--- config.mk ---
export PLATFORM = sky130hd
export DESIGN_NAME = trng_collector
export DESIGN_NICKNAME = d
export VERILOG_FILES = /design/src/rtl/trng_pkg.sv /design/src/rtl/trng_vn_debias.sv /design/src/rtl/trng_collector.sv
export SDC_FILE = /design/constraint.sdc
export NUM_CORES = 1
export LEC_CHECK = 0
export CAP_MARGIN = 5
export CELL_PAD_IN_SITES_DETAIL_PLACEMENT = 1
export CELL_PAD_IN_SITES_GLOBAL_PLACEMENT = 1
export CORE_UTILIZATION = 47
export DETAILED_ROUTE_END_ITERATION = 12
export MAX_ROUTING_LAYER = met4
export PLACE_DENSITY = 0.79
export SLEW_MARGIN = 20
export SYNTH_ARGS = -nofsm -noshare
export SYNTH_HDL_FRONTEND = slang
export SYNTH_SLANG_ARGS = --single-unit
--- constraint.sdc ---
create_clock -name clk -period 3.6 [get_ports clk]
set_clock_uncertainty 0.15 [all_clocks]
set_input_delay 1.08 -clock clk [delete_from_list [all_inputs] [get_ports clk]]
set_output_delay 1.08 -clock clk [all_outputs]
set_load 0.005 [all_outputs]
--- src/rtl/trng_pkg.sv ---
// Shared types for the TRNG collector: FSM states and health-counter width.
package trng_pkg;
  typedef enum logic [1:0] {IDLE, WARMUP, RUN, FAIL} trng_state_t;
  localparam int REP_CNT_W = 8;
endpackage

--- src/rtl/trng_vn_debias.sv ---
// Von Neumann corrector: pairs samples (a,b); 10 emits 1, 01 emits 0, 00/11 emit nothing.
module trng_vn_debias (
  input  logic clk,
  input  logic rst_n,
  input  logic clear,
  input  logic in_valid,
  input  logic in_bit,
  output logic out_valid,
  output logic out_bit
);
  logic phase, a_bit;

  always_ff @(posedge clk or negedge rst_n) begin
    if (!rst_n) begin
      phase <= 1'b0;
      a_bit <= 1'b0;
    end else if (clear) begin
      phase <= 1'b0;
      a_bit <= 1'b0;
    end else if (in_valid) begin
      phase <= ~phase;
      if (!phase) a_bit <= in_bit;
    end
  end

  // The emitted bit equals the first sample of an unequal pair.
  assign out_valid = in_valid && phase && (a_bit != in_bit);
  assign out_bit   = a_bit;
endmodule

--- src/rtl/trng_collector.sv ---
// TRNG consumer: warm-up gating, von Neumann debias, word packing with valid/ready,
// and a sticky repetition-count health test on the synchronized raw stream.
module trng_collector import trng_pkg::*; #(
  parameter int WIDTH     = 32,
  parameter int WARMUP    = 1024,
  parameter int REP_LIMIT = 64
) (
  input  logic             clk,
  input  logic             rst_n,
  input  logic             en,
  output logic             trng_en,
  input  logic             trng_out,
  output logic [WIDTH-1:0] data,
  output logic             valid,
  input  logic             ready,
  output logic             health_fail,
  output logic             overflow
);
  localparam int BCW = $clog2(WIDTH + 1);
  localparam int WCW = $clog2(WARMUP + 1);

  trng_state_t          state, state_nxt;
  logic                 s1, s2, raw_last;
  logic [WCW-1:0]       warm_cnt;
  logic [REP_CNT_W-1:0] rep_cnt, rep_nxt;
  logic [BCW-1:0]       bit_cnt;
  logic [WIDTH-2:0]     shreg;
  logic [WIDTH-1:0]     word_nxt;
  logic                 run, warm_done, health_trip, vn_valid, vn_bit, take, word_done;

  assign run       = (state == trng_pkg::RUN);
  assign warm_done = (warm_cnt == WCW'(WARMUP - 1));
  assign trng_en   = (state == trng_pkg::WARMUP) || run;

  always_ff @(posedge clk or negedge rst_n) begin
    if (!rst_n) begin
      s1 <= 1'b0;
      s2 <= 1'b0;
    end else begin
      s1 <= trng_out;
      s2 <= s1;
    end
  end

  always_ff @(posedge clk or negedge rst_n) begin
    if (!rst_n) state <= trng_pkg::IDLE;
    else        state <= state_nxt;
  end

  always_comb begin
    state_nxt = state;
    case (state)
      trng_pkg::IDLE:   if (en) state_nxt = trng_pkg::WARMUP;
      trng_pkg::WARMUP: if (warm_done) state_nxt = trng_pkg::RUN;
      trng_pkg::RUN:    if (health_trip) state_nxt = trng_pkg::FAIL;
      default:          state_nxt = state;
    endcase
    if (!en) state_nxt = trng_pkg::IDLE;
  end

  always_ff @(posedge clk or negedge rst_n) begin
    if (!rst_n)                          warm_cnt <= '0;
    else if (state == trng_pkg::WARMUP)  warm_cnt <= warm_cnt + 1'b1;
    else                                 warm_cnt <= '0;
  end

  // A zero count marks the first RUN sample, which always starts a fresh run of 1.
  always_comb begin
    rep_nxt = REP_CNT_W'(1);
    if (rep_cnt != '0 && s2 == raw_last)
      rep_nxt = (rep_cnt == '1) ? rep_cnt : rep_cnt + 1'b1;
  end
  assign health_trip = run && (rep_nxt == REP_CNT_W'(REP_LIMIT));

  always_ff @(posedge clk or negedge rst_n) begin
    if (!rst_n) begin
      rep_cnt  <= '0;
      raw_last <= 1'b0;
    end else begin
      rep_cnt  <= run ? rep_nxt : '0;
      raw_last <= s2;
    end
  end

  trng_vn_debias u_vn (
    .clk      (clk),
    .rst_n    (rst_n),
    .clear    (!run || !en),
    .in_valid (run),
    .in_bit   (s2),
    .out_valid(vn_valid),
    .out_bit  (vn_bit)
  );

  // A health trip in the same cycle discards the incoming bit, so no word can complete.
  assign take      = run && en && vn_valid && !health_trip;
  assign word_done = take && (bit_cnt == BCW'(WIDTH - 1));
  assign word_nxt  = {shreg, vn_bit};

  always_ff @(posedge clk or negedge rst_n) begin
    if (!rst_n) begin
      shreg   <= '0;
      bit_cnt <= '0;
    end else if (!en) begin
      shreg   <= '0;
      bit_cnt <= '0;
    end else if (take) begin
      shreg   <= word_nxt[WIDTH-2:0];
      bit_cnt <= word_done ? '0 : bit_cnt + 1'b1;
    end
  end

  always_ff @(posedge clk or negedge rst_n) begin
    if (!rst_n) begin
      data        <= '0;
      valid       <= 1'b0;
      overflow    <= 1'b0;
      health_fail <= 1'b0;
    end else begin
      if (word_done && (!valid || ready)) begin
        data  <= word_nxt;
        valid <= 1'b1;
      end else if (valid && ready) begin
        valid <= 1'b0;
      end
      if (!en)                                  overflow <= 1'b0;
      else if (word_done && valid && !ready)    overflow <= 1'b1;
      if (!en)              health_fail <= 1'b0;
      else if (health_trip) health_fail <= 1'b1;
    end
  end
endmodule

==> results of run 1 <==
layout make-up:
class                      count  area share, %
clock buffer                   9           2.36
timing repair buffer          46           9.15
clock inverter                 7           1.76
inverter                      11          0.786
multi-input combinational    241           36.2
tap                          129           3.07
sequential                    98           46.7
flip-flops by register name (all words and copies together) (netlist names), 2 cells and up:
signal / flops
state: 2
shreg: 31
data: 32
bit_cnt: 6
rep_cnt: 8
warm_cnt: 11
worst max-delay path, cell delays in order (launching register included):
cell	delay (ns)
dfrtp_1	0.49
ha_1	0.30
and3_1	0.23
xor2_1	0.16
or4b_1	0.70
o31ai_4	0.28
buf_12	0.28
mux2_2	0.36
logic make-up (layout without fill, tap and decap cells):
logic type,Yosys count,in the layout
AOI/OAI and AO/OA,41,41
buffers and inverters,31,73
muxes,70,70
DFF,98,98
and+or+nand+nor,111,111
xor gates and xnor gates,12,12
adders and majority gates,7,7
power by group:
| group | switching [mW] | total [mW] | internal [mW] |
|---|---|---|---|
| sequential | 0.0292 | 1.16 | 1.13 |
| combinational | 0.175 | 0.286 | 0.111 |
| clock | 0.425 | 0.766 | 0.341 |
| total | 0.629 | 2.21 | 1.58 |
metrics by stage:
step,worst slack [ns],hold WS [ns],total power [mW],utilization [%],instance area [sq um]
after floorplan,0.843,0.181,1.36,-,4520
after global placement,0.583,0.187,1.45,54.2,5030
after detailed placement,0.545,0.195,1.47,54.2,5030
after CTS,0.514,0.219,2.24,56.6,5250
after global routing,0.394,0.224,2.30,56.6,5250
final,0.500,0.213,2.21,56.6,5250
per-layer routing:
metal	up-vias	global-route usage, %	share of wire [%]
li1	1372	-	-
met1	1523	27.0	46
met2	37	33.8	51
met3	11	2.99	1.8
met4	0	6.91	1.5
met5	-	-	0
cells in the final DEF, fill, tap and decap left out, types with 4 or more instances in the layout:
master,synthesis,final
mux2_4,30,30
xnor2_1,6,6
ha_1,7,7
nor2_1,12,12
clkbuf_8,0,9
nand2_1,51,51
nand4_1,5,5
inv_1,11,11
nand3_1,9,9
clkdlybuf4s50_1,0,39
xor2_1,6,6
and2_1,6,6
nor3_1,5,5
a21oi_1,8,8
dfrtp_1,98,98
buf_4,2,4
o21ai_0,5,5
mux2i_1,38,38
or3_1,4,4
nor2b_1,4,4
final timing paths:
| path | slack, ns | from | to | depth (start not counted) |
|---|---|---|---|---|
| max in group asynchronous | 2.03 | rst_n | shreg[25] | 2 |
| min in group asynchronous | 0.57 | rst_n | health_fail | 1 |
| worst min-delay path | 0.21 | s1 | s2 | 0 |
| worst max register to register | 0.50 | rep_cnt[0] | data[7] | 7 |
| worst max-delay path | 0.50 | rep_cnt[0] | data[7] | 7 |
| worst min register to register | 0.21 | s1 | s2 | 0 |
==> results.toml, run 1 <==
[clock_network]
cts_resized = 0
clock-root-buffer = "clkbuf_8"
post-cts-setup-buffer-count = 0
cts.path.max_buffers = 2
cts_made_buffers = 9
cts.hold.buffers_added = 0
h-tree-depth = 3
cts_num_sinks = 98
cts_tree = "yes"
clk_pin_slew_worst_paths_ns = 0.11
clk-insertion-delay-late_ns = 0.37

[grt]
grt_max_degree = 55
grt_pass1_vias = 3189
grt.overflow.total = 0
grt_pass1_wl_mm = 15.8
antenna_found_initial = 0
grt_usage_pct = 20.8

[logic_synthesis]
synthCells = 370
ys_ff_latch = 98
yosys.area.top_type_share_pct = 54.3
synth_xor_area_share_pct = 2.33
yosys.area.top_type = "dfrtp_1"
synthAdderAreaFrac_pct = 1.94
synthMuxAreaShare_pct = 18.9
synth_cell_types = 49
synth_area_leaders = "dfrtp_1, mux2_4, mux2i_1, nand2_1, ha_1"
synthTopCellsByCount = "dfrtp_1, nand2_1, mux2i_1"
async_reset_ff_share_pct = 100
synthSimpleGateAreaFrac_pct = 12.0
synth_ff_type = "dfrtp_1"
synth_compound_area_share_pct = 6.70
syn_nets = 382
ys_seq_area_share_pct = 54.3
synth.most_common_cell = "dfrtp_1"
synth_edf_count = 0
syn-cell-area_sq_um = 4520
yosys_warnings = 0
syn_avg_cell_area_sq_um = 12.2
synth_top_family_by_area = "multiplexers"

[cells_and_area]
drive_above_1_share_pct = 14.6
final_cells = 541
synthToLayoutAreaGrowth_pct = 16.3
regArea_sq_um = 2450
multi_input_area_sq_um = 1900
fillers = 985
nets = 419
antennaDiodeCount = 0

[power_and_ir_drop]
leakage_nw = 2.63
powerDensity_nw_per_um2 = 421
peakVddDrop_mv = 0.315

[setup_path]
cp.arrival_ns = 3.20
cp-start-kind = "flop"
crit_fanout = 32
crit_required_ns = 3.70
endpoint_kind = "flop"
worstSetupPathType = "reg -> reg"

[route]
routedWlPerCell_microns = 16.9
drt_wl_total_mm = 9.13
drtPass1Iterations = 4
via_count = 2943
drtIter0Drc = 91
route.antenna.remaining_nets = 0
drc = 0
vias_per_cell = 5.44

[worst_hold_path]
hold_class = "reg -> reg"

[placement]
dp_cells = 525
hpwl_mm = 6.23
gp_congestion = 0.829
port_buffers = 40

[floorplan]
die-area_sq_um = 10000
die_w_microns = 100
core_area_sq_um = 9280
die_y_microns = 100
rows = 35
initial_utilization_pct = 48.7
io_pins = 41

[sta]
tns_ns = 0
tightestPinTransition_ns = 0.924
rsz0062_at_grt = "false"
period_needed_ns = 3.10
relSlewSlack_pct = 38.4
fmax_mhz = 323
setup_viol = 0
finalHoldViolCount = 0
slew_viol_final = 0
finalCritPeriodShare_pct = 86.1

[outcome]
status = "complete, no violations"

[flow_run]
maxCapViolCount = 0
Power figures use the tool's default switching activity.
==> inputs of run 2 (changes only) <==
- CAP_MARGIN: 5 -> 20
- GPL_ROUTABILITY_DRIVEN: not set -> 0
- clock period: 3.6 -> 3.3 ns (I/O delays scaled with it)
==> results.toml, run 2 (synthesis results as in run 1) <==
[cells_and_area]
largest_reg_flops = 32
fillers = 977
regMostFlops = "data"
final_area_sq_um = 5280
multi_input_area_sq_um = 1900
largestRegisters = "data (32), shreg (31), warm_cnt (11)"
synthToLayoutAreaGrowth_pct = 16.9
layout_commonest_cell = "dfrtp_1"
nets = 426
antennaDiodeCount = 0
drive_above_1_share_pct = 16.0
most-common-layout-cells = "dfrtp_1, nand2_1, clkdlybuf4s50_1"
regArea_sq_um = 2450
post-route-util_pct = 56.9

[power_and_ir_drop]
leakage_nw = 2.65
peakVddDrop_mv = 0.207
powerDensity_nw_per_um2 = 461
finalPower_mw = 2.44

[clock_network]
cts.path.max_buffers = 2
clock-root-buffer = "clkbuf_8"
cts_resized = 0
cts.hold.buffers_added = 0
clk-insertion-delay-late_ns = 0.37
cts_made_buffers = 9
post-cts-setup-buffer-count = 0
h-tree-depth = 3
cts_num_sinks = 98
cts_tree = "yes"
clk_pin_slew_worst_paths_ns = 0.10

[sta]
slew_viol_final = 0
tightestPinTransition_ns = 0.662
period_needed_ns = 3.04
finalHoldViolCount = 0
relSlewSlack_pct = 55.8
rsz0062_at_grt = "false"
finalCritPeriodShare_pct = 92.3
tns_ns = 0
fin_ws_ns = 0.255
setup_viol = 0
fmax_mhz = 328

[placement]
dp_worst_setup_slack_ns = 0.284
port_buffers = 40
hpwl_mm = 6.35
dpl_cell_area_sq_um = 5060

[route]
route.antenna.remaining_nets = 0
via_count = 2908
drt_wl_total_mm = 9.19
routedWlPerCell_microns = 16.8
vias_per_cell = 5.31
drtIter0Drc = 88
drc = 0
drtPass1Iterations = 4

[grt]
grt_usage_pct = 21.5
grt.overflow.total = 0
grt_pass1_wl_mm = 16.1
grt_max_degree = 51
grt_pass1_vias = 3124
antenna_found_initial = 0

[setup_path]
worstSetupPathType = "reg -> reg"
rr_endpoint = "data[7]"
endpoint_kind = "flop"
worst-r2r-cell-count = 8
reg2reg_from = "rep_cnt[0]"
cp.arrival_ns = 3.15
reg2reg_slack_ns = 0.26
cp-start-kind = "flop"
crit_fanout = 32
crit_required_ns = 3.40

[floorplan]
rows = 35
die_y_microns = 100
io_pins = 41
initial_utilization_pct = 48.7
die-area_sq_um = 10000
die_w_microns = 100
core_area_sq_um = 9280

[worst_hold_path]
hold_depth = 0
min_to = "s2"
hold_start = "s1"
hold_class = "reg -> reg"

[outcome]
status = "complete, no violations"

[flow_run]
maxCapViolCount = 0
==> run 2: cell types whose count changed in the layout (fill, tap and decap cells not counted) <==
cell,change
buf_12,-2
inv_8,+1
buf_4,+9
inv_6,-1
==> run 2: final cells by class <==
type | count | share of cell area, %
repair buffers | 53 | 9.62
clock buffers | 9 | 2.35
clock inverters | 7 | 1.80
flip-flops and latches | 98 | 46.4
inverters | 11 | 0.782
multi-input cells | 241 | 36.0
well taps | 129 | 3.06
==> run 2: power by group <==
group	switching [mW]	internal [mW]	leakage, nW
Clock	0.473	0.375	0.111
Sequential	0.0302	1.23	1.36
Combinational	0.196	0.133	1.18
Total	0.699	1.74	2.65
==> run 2: worst max-delay path, stage by stage (launching register included) <==
cell	delay [ns]
dfrtp_1	0.48
inv_1	0.11
ha_1	0.20
nor4b_1	0.16
a211o_1	0.42
a311o_1	0.41
o31ai_4	0.31
buf_12	0.28
mux2_2	0.37
==> run 2: per-layer routing <==
metal,wire length (microns),global-route usage (%),part of all wire (%)
met1,4330,29.0,47
met2,4560,33.3,50
met3,182,3.76,2.0
met4,121,7.13,1.3
met5,0,-,0
==> run 2: how the worst max path moves through the flow <==
stage	endpoint	slack, ns	cells past startpoint	start
2_1_floorplan	data[0]	0.54	8	rep_cnt[0]
3_3_place_gp	data[15]	0.34	6	en
3_5_place_dp	data[11]	0.28	6	en
4_1_cts	data[7]	0.26	8	rep_cnt[0]
5_1_grt	shreg[2]	0.14	8	rep_cnt[0]
6_report	data[7]	0.26	8	rep_cnt[0]
==> run 2: per-stage QoR <==
step | instances | hold WS [ns]
floorplan | 370 | 0.181
global placement | 532 | 0.185
detailed placement | 532 | 0.190
CTS | 548 | 0.212
global route | 548 | 0.239
finish | 548 | 0.215
==> edit: new RTL, flow settings as in run 2 <==
The package constant `REP_CNT_W` goes from 8 to 9.
--- a/src/rtl/trng_pkg.sv
+++ b/src/rtl/trng_pkg.sv
@@ -2,5 +2,5 @@
 package trng_pkg;
   typedef enum logic [1:0] {IDLE, WARMUP, RUN, FAIL} trng_state_t;
-  localparam int REP_CNT_W = 8;
+  localparam int REP_CNT_W = 9;
 endpackage
 
Behaviour: no difference found for any inputs over 10 cycles, from zero or initial values and one cycle with rst_n low; that may be too few to reach the edited logic, so the function may still have changed.
==> edit against run 2 <==
Power fell by 8.3%. Combinational power fell by 25%. Sequential cell count rose by 1. Setup slack improved by 0.0063 ns. Count of clock-buffer cells in the layout did not move. Synthesized cell count rose by 10%. Wire length rose by 6.0%. Fmax rose by 0.21%. Area after synthesis fell by 0.97%. Global-route usage rose by 1.1 points. Final area fell by 2.3%.
==> edit: results (changes against run 2) <==
The run finished with clean final reports. Ranked by instance count, the synthesized netlist is headed by 99 x sky130_fd_sc_hd__dfrtp_1, 91 x sky130_fd_sc_hd__nand2_1, 41 x sky130_fd_sc_hd__o21ai_0. Largest driver fanout on the critical path: 10 (-69%). The worst IR drop on VDD is 0.000290 V (+40%), and the async set-reset flop share out of synthesis is 100% (unchanged).

The delay of the slowest cell on the worst path is 0.42 ns (-0.06 ns). For the synthesized instance count, the log shows 407 (+10%). The tools report the placed instance count as 563 (+5.8%). The run gives 0.212 ns (-0.00257 ns) as the worst hold slack.

The average via count per standard cell is 5.35 (+0.74%), and the net count after synthesis is 419 (+9.7%). The run gives 0.00126 W (about the same) as the power of the sequential group. Ranked by total cell area, the synthesized netlist is headed by sky130_fd_sc_hd__dfrtp_1 55%, sky130_fd_sc_hd__mux2_4 10%, sky130_fd_sc_hd__nand2_1 7.6%, sky130_fd_sc_hd__o21ai_0 4.6%, sky130_fd_sc_hd__nor2_1 2.1%.

For the met2 demand-to-capacity share in global routing, the log shows 37.6% (+4.3 points). Number of DRC violations after detailed-routing iteration 0: 94 (+6.8%). The fraction of met3 tracks used by global routing was 5.90% (+2.1 points); the fraction of layout instances using a drive strength above 1 was 13.8% (-2.2 points). The logs give 11.0% (-2.5 points) for the combinational power share and 6540 um (+3.0%) for the half-perimeter wire length after placement. The via count of the first global-routing pass is 3356 (+7.4%). The run gives 75 (+47%) as the pin count of the biggest net entering global routing. The post-synthesis compound-gate area fraction is 8.08% (+1.4 points), and the mux cell area share after synthesis is 11.9% (-7.0 points). The number of nets at the end of the flow is 457 (+7.3%). The total length of routed wires was 9740 um (+6.0%).

The arrival time of data at the critical path endpoint is 3.16 ns (about the same), and the xor-xnor portion of the synthesized cell area is 2.74% (+0.41 points). The tools report the combined global-route utilization of all metal layers as 22.6% (+1.1 points). The met1 demand-to-capacity share in global routing was 27.3% (-1.7 points); the total stage count of the critical path was 10 (+2). The final worst setup slack was 0.262 ns (+0.00631 ns); the sequential share of the synthesized area was 55.4% (+1.1 points).

The area share of fa/ha/maj cells after synthesis is 1.96% (+0.019 points). The cell leakage power is 2.37 nW (-11%), and the power of the combinational group is 0.000246 W (-25%). Actual transition at the worst max-transition pin: 0.658 ns (-0.00455 ns). Distinct cell type count after synthesis: 45 (-8.2%).
-- edit: changes by cell type after synthesis, moves of 4 or more --
cell	delta
sky130_fd_sc_hd__clkbuf_1	+6
sky130_fd_sc_hd__o21ai_0	+36
sky130_fd_sc_hd__buf_6	-4
sky130_fd_sc_hd__mux2i_1	-32
sky130_fd_sc_hd__and3_1	+4
sky130_fd_sc_hd__nor2_1	+13
sky130_fd_sc_hd__and2_1	-4
sky130_fd_sc_hd__nand2_1	+40
-- edit: routing by layer --
layer	vias to the layer above	part of all wire (%)	routed length, um
li1	1448	-	-
met1	1583	44	4330
met2	47	51	4950
met3	12	3.4	328
met4	0	1.4	138
met5	-	0	0
-- edit: layout make-up --
cell class / count / area, um^2
well taps: 129 / 161
inverters: 10 / 37.5
multi-input cells: 277 / 1810
fillers: 1016 / 4080
repair buffers: 48 / 495
clock buffers: 9 / 124
flip-flops and latches: 99 / 2480
clock inverters: 6 / 50.0
